$ cat src/rtl/fsm_report_pkg.sv
// rtl/fsm_report_pkg.sv - shared encodings and gap defaults for the fsm_report sequencer and decoder
package fsm_report_pkg;

  typedef enum logic [1:0] {
    S_IDLE = 2'd0,
    S_MARK = 2'd1,
    S_GAP  = 2'd2
  } dec_state_e;

  localparam int REPORT_GAP   = 5;
  localparam int REPORT_GAP_W = 3;

endpackage

$ cat src/rtl/fsm_report_decoder.sv
// rtl/fsm_report_decoder.sv - frame decoder for the y1 marker stream (marker run, GAP zeros, closing 1)
// Flags good / aborted / malformed frames with one-cycle pulses and keeps wrapping event counters.
module fsm_report_decoder
  import fsm_report_pkg::*;
#(
  parameter int GAP   = REPORT_GAP,
  parameter int GAP_W = REPORT_GAP_W,
  parameter int CNT_W = 8
) (
  input  logic             clk,
  input  logic             rst_n,
  input  logic             y1,
  output logic             frame_ok,
  output logic             frame_abort,
  output logic             frame_err,
  output logic [CNT_W-1:0] frame_cnt,
  output logic [CNT_W-1:0] abort_cnt,
  output logic [CNT_W-1:0] err_cnt,
  output logic [1:0]       state
);

  localparam logic [GAP_W-1:0] GAP_LAST = GAP_W'(GAP);
  localparam logic [GAP_W-1:0] ZC_ONE   = GAP_W'(1);
  localparam logic [CNT_W-1:0] CNT_ONE  = CNT_W'(1);

  dec_state_e       state_q, state_d;
  logic [GAP_W-1:0] zc_q, zc_d;
  logic             ok_q, ok_d;
  logic             abort_q, abort_d;
  logic             err_q, err_d;
  logic [CNT_W-1:0] frame_cnt_q, abort_cnt_q, err_cnt_q;

  always_comb begin
    state_d = state_q;
    zc_d    = zc_q;
    ok_d    = 1'b0;
    abort_d = 1'b0;
    err_d   = 1'b0;
    case (state_q)
      S_IDLE: begin
        if (y1) begin
          state_d = S_MARK;
          zc_d    = '0;
        end
      end
      S_MARK: begin
        if (y1) begin
          zc_d = '0;
        end else begin
          state_d = S_GAP;
          zc_d    = ZC_ONE;
        end
      end
      S_GAP: begin
        if (zc_q < GAP_LAST) begin
          // An early 1 both aborts this frame and opens the next marker run.
          if (y1) begin
            abort_d = 1'b1;
            state_d = S_MARK;
            zc_d    = '0;
          end else begin
            zc_d = zc_q + ZC_ONE;
          end
        end else begin
          ok_d    = y1;
          err_d   = ~y1;
          state_d = S_IDLE;
        end
      end
      default: begin
        state_d = S_IDLE;
        zc_d    = '0;
      end
    endcase
  end

  always_ff @(posedge clk or negedge rst_n) begin
    if (!rst_n) begin
      state_q     <= S_IDLE;
      zc_q        <= '0;
      ok_q        <= 1'b0;
      abort_q     <= 1'b0;
      err_q       <= 1'b0;
      frame_cnt_q <= '0;
      abort_cnt_q <= '0;
      err_cnt_q   <= '0;
    end else begin
      state_q <= state_d;
      zc_q    <= zc_d;
      ok_q    <= ok_d;
      abort_q <= abort_d;
      err_q   <= err_d;
      if (ok_d)    frame_cnt_q <= frame_cnt_q + CNT_ONE;
      if (abort_d) abort_cnt_q <= abort_cnt_q + CNT_ONE;
      if (err_d)   err_cnt_q   <= err_cnt_q + CNT_ONE;
    end
  end

  assign frame_ok    = ok_q;
  assign frame_abort = abort_q;
  assign frame_err   = err_q;
  assign frame_cnt   = frame_cnt_q;
  assign abort_cnt   = abort_cnt_q;
  assign err_cnt     = err_cnt_q;
  assign state       = state_q;

endmodule

$ cat config.mk
export PLATFORM = sky130hd
export DESIGN_NAME = fsm_report_decoder
export DESIGN_NICKNAME = d
export VERILOG_FILES = /design/src/rtl/fsm_report_pkg.sv /design/src/rtl/fsm_report_decoder.sv
export SDC_FILE = /design/constraint.sdc
export NUM_CORES = 1
export LEC_CHECK = 0
export ABC_AREA = 1
export CAP_MARGIN = 20
export CORE_UTILIZATION = 38
export DETAILED_ROUTE_END_ITERATION = 10
export HOLD_SLACK_MARGIN = 0.1
export PLACE_DENSITY = 0.61
export SLEW_MARGIN = 20
export SYNTH_ARGS = -nofsm -noshare
export SYNTH_HDL_FRONTEND = slang
export SYNTH_SLANG_ARGS = --single-unit
$ cat constraint.sdc
create_clock -name clk -period 1.5 [get_ports clk]
set_input_delay 0.3 -clock clk [delete_from_list [all_inputs] [get_ports clk]]
set_output_delay 0.3 -clock clk [all_outputs]
set_load 0.01 [all_outputs]
=== After elaboration in Yosys (flattened, before gate mapping) ===
Cells that the tools add are included.

* Add/sub/neg operators: 4
* $lt $le $gt $ge: 1
* Equal/unequal tests: 5
* Muxes and demuxes: 16
* Bitwise gates (word level): 1
* Reduce and logical (&&, ||, !) cells: 2

{| class="wikitable"
|+ Operators by type and width
! kind !! number
|-
| $add 8x1->8 const B || 3
|-
| $mux 3 || 3
|-
| $pmux 3 s3 || 1
|-
| $mux 1 || 8
|-
| $mux 2 || 3
|-
| $ne 2x2->1 const B || 3
|-
| $pmux 2 s3 || 1
|-
| $add 3x1->3 const B || 1
|-
| $lt 3x3->1 const B || 1
|-
| $eq 2x1->1 const B || 1
|-
| $eq 2x2->1 const B || 1
|-
| $logic_not 2->1 || 1
|-
| $reduce_and 2->1 || 1
|-
| $not 1->1 || 1
|}

* Flip-flop bits (word level): 32
* Input port bits: 3
* Output and inout port bits: 29
* Logic and storage cells: 37

=== Logic depth before layout (Yosys ltp) ===
* Word-level depth: 4
* Gate-level depth with buffers: 8
* Depth with buffers taken out: 7

=== Least setup slack after synthesis ===
Ideal clock, no wire load.

* Kind: register to register
* Start point: register state_q[0] (netlist: state[0])
* End point: register frame_cnt_q[7] (netlist: frame_cnt[7])
* Setup time: 0.121 ns
* Arrival time: 1.262 ns
* Required time: 1.379 ns
* Path slack: 0.117 ns
* Cell stages (with the launch flop): 8
* Path buffers: 2
* Period minus slack after synthesis: 1.383 ns
* Cells stage by stage: dfrtp_1 -> inv_1 -> ha_1 -> buf_4 -> nand4_2 -> buf_6 -> o21ai_1 -> nand2_1

* Word-level cells in the longest chain between the ends: 2

{| class="wikitable"
|+ RTL lines
! what !! RTL line !! RTL
|-
| from (decl) || fsm_report_decoder.sv:26 || <nowiki>dec_state_e state_q, state_d;</nowiki>
|-
| from (signal assigned) || fsm_report_decoder.sv:88 || <nowiki>state_q <= state_d;</nowiki>
|-
| $eq 2x2->1 || fsm_report_decoder.sv:39 || <nowiki>case (state_q)</nowiki>
|-
| $mux 1 || fsm_report_decoder.sv:39 ||
|-
| to (signal assigned) || fsm_report_decoder.sv:93 || <nowiki>if (ok_d) frame_cnt_q <= frame_cnt_q + CNT_ONE;</nowiki>
|-
| to (decl) || fsm_report_decoder.sv:31 || <nowiki>logic [CNT_W-1:0] frame_cnt_q, abort_cnt_q, err_cnt_q;</nowiki>
|}

Every way passes these cells.
A chain may end at the register's enable or synchronous reset.

=== Worst setup path in the final report ===
* Start point: register frame_cnt_q[3] (netlist: frame_cnt[3])
* End point: output port frame_cnt[3]

{| class="wikitable"
|+ RTL lines
! what !! RTL line !! RTL
|-
| to (decl) || fsm_report_decoder.sv:16 || <nowiki>output logic [CNT_W-1:0] frame_cnt,</nowiki>
|}

No word-level cell between the ends.

==> results.cfg <==
[sta]
whs_ps = 388
max_freq_mhz = 689
setup_viol = 0
min_period_ps = 1450
finalCritPeriodShare = 0.968
postLayoutSetupSlackWorst_ps = 48.1
slew_headroom = 0.769
report.final.slew_viol_count = 0
fin_skew_ps = 5.29
hold_viol = 0
tightest_slew_ps = 346

[run]
max-cap-violations = 0

[final_layout]
diodes = 0
mostFrequentLayoutCell = nand2_1
drive_gt1_frac = 0.121
final_cell_mix = nand2_1, inv_1, dfrtp_1
finalNetCount = 293
area_growth_syn_to_layout_pct = 31.8
fin_area_um2 = 2350
finalNonFillerCells = 334

[clock_network]
cts.reportedPaths.clkPinSlew_ps = 70
cts_max_path_buffers = 2
cts_tree = yes
clkLatencyLatePin_ps = 280
cts_buffers = 5
cts.htree.levels = 2
cts_sinks = 32
cts-root-buf = clkbuf_8

[placed_design]
place_area_um2 = 2240
dp.cells = 323
hpwl_um = 2540
place_congestion = 0.788
dp_slack_ps = -86.5
portBuffers = 31

[floorplanning]
chipHeight_um = 70.6
io_pins = 32
dieArea_um2 = 4980
rows = 24
die_x_um = 70.6
core_area_um2 = 4440
initial_core_util = 0.402

[grt]
grt_pass1_wl_um = 6320
grt.overflow.total = 0
grt_usage = 0.161
antenna_found_initial = 0
grt_max_degree = 33
grt_pass1_vias = 1458

[yosys]
ys_seq_area_frac = 0.448
synth_cells = 231
synth-warning-count = 0
yosysTopAreaCellShare = 0.448
syn-num-nets = 242
syn_area_um2 = 1790
yosys_register_bits = 32
synth_top_area_cell = dfrtp_1
synth_area_leaders = dfrtp_1, nand2_1, inv_1, ha_1, nand3_1
syn_area_per_cell_um2 = 7.73
yosysUniqueCellTypes = 21

[run_status]
violations = DRC
status = finished, violations left

[detailed_routing]
dr_total_vias = 1538
route.detailed.drc = 4
ant_nets = 0
wl_per_cell_um = 10.5
wirelength_um = 3510
routed_via_density = 4.60
drt_iter0_drc = 70
dr.pass1.iters = 7

[worst_hold_path]
min_path_type = in -> async

[power]
powerDensity_nw_per_um2 = 1140
ir_drop_uv = 764
p_int_w = 0.00174
power_frac_seq = 0.392
swShare = 0.351
p_total_w = 0.00269
comb_power_share = 0.377
power_leakage_nw = 1.33
power.switching_w = 0.000942
clockPowerShare = 0.231

[setup_path]
path_class = reg -> out
worstPathRequired_ps = 1200
cp_top_family = buffers and inverters
start_kind = flop
r2r_start = state[1]
path_cells = clkdlybuf4s50_1
slowest_delay_ps = 530
slowest_stage = clkdlybuf4s50_1
r2r_setup_slack_ps = 110
regToRegEndpoint = err_cnt[3]
cp-startpoint = frame_cnt[3]
worstRegToRegCells = 7
cp-end-kind = output pin
cp_num_cells = 1
crit_arrival_ps = 1150
endpoint = frame_cnt[3]
crit_fanout = 2
crit_buf_inv = 1
==> per-stage QoR <==
step,setup TNS (ps),utilization
finish,0,0.530
global route,-60.9,0.530
CTS,0,0.522
detailed placement,-802,0.504
global placement,-666,0.504
floorplan,0,-
==> registers in the layout, summed over array words and instances (netlist names) <==
signal	count
frame_cnt	8
zc_q	3
frame_ok	1
frame_err	1
err_cnt	8
abort_cnt	8
state	2
frame_abort	1
==> metal layers <==
| metal | vias to the layer above | wire, um | global-route usage |
|---|---|---|---|
| met5 | - | 0 | 0 |
| met4 | 0 | 42 | 0.0644 |
| met3 | 5 | 140 | 0.0399 |
| met2 | 26 | 1460 | 0.243 |
| met1 | 688 | 1860 | 0.223 |
| li1 | 819 | - | - |
==> area by class of cell <==
class / instances / area [um2]
multi-input combinational: 158 / 837
fill: 439 / 2090
clock inverter: 1 / 5.00
sequential: 32 / 801
clock buffer: 6 / 72.6
inverter: 38 / 143
timing repair buffer: 47 / 432
tap: 52 / 65.1
==> cell families after synthesis <==
family / synth area share
adder cells (fa/ha/maj): 0.0560
flip-flops: 0.448
AND/OR/NAND/NOR: 0.303
XOR/XNOR: 0.0490
buffers and inverters: 0.0945
AO/OA/AOI/OAI: 0.0490
==> power by group through the flow <==
stage | Combinational, W | Sequential, W | Clock, W
after floorplan | 0.000477 | 0.00114 | 0
after global placement | 0.000952 | 0.00109 | 0
after detailed placement | 0.000952 | 0.00109 | 0
after CTS | 0.000990 | 0.00106 | 0.000641
after global routing | 0.00114 | 0.00107 | 0.000684
final | 0.00101 | 0.00105 | 0.000621
==> worst min path at each step <==
stage / startpoint / endpoint / cells after the start
floorplan: rst_n / abort_cnt[0] / 0
global placement: err_cnt[2] / err_cnt[2] / 1
detailed placement: err_cnt[2] / err_cnt[2] / 1
CTS: rst_n / err_cnt[1] / 2
global route: rst_n / frame_err / 2
finish: rst_n / err_cnt[1] / 2
==> cell usage after synthesis (all sizes together) <==
cell and n:
inv 38, buf 3, o21ai 16, nor2 16, nand3 19, nand4 6, xor2 6, nor3 1
nand2 82, dfrtp 32, ha 8, xnor2 4
==> repair_timing <==
action / in CTS / in global routing
pin swaps: 0 / 0
gates resized for setup: 20 / 11
setup endpoints to repair: 23 / 12
buffers inserted: 4 / 0
hold buffers: 0 / 0
Note: power is estimated with default switching activity, not from simulation.
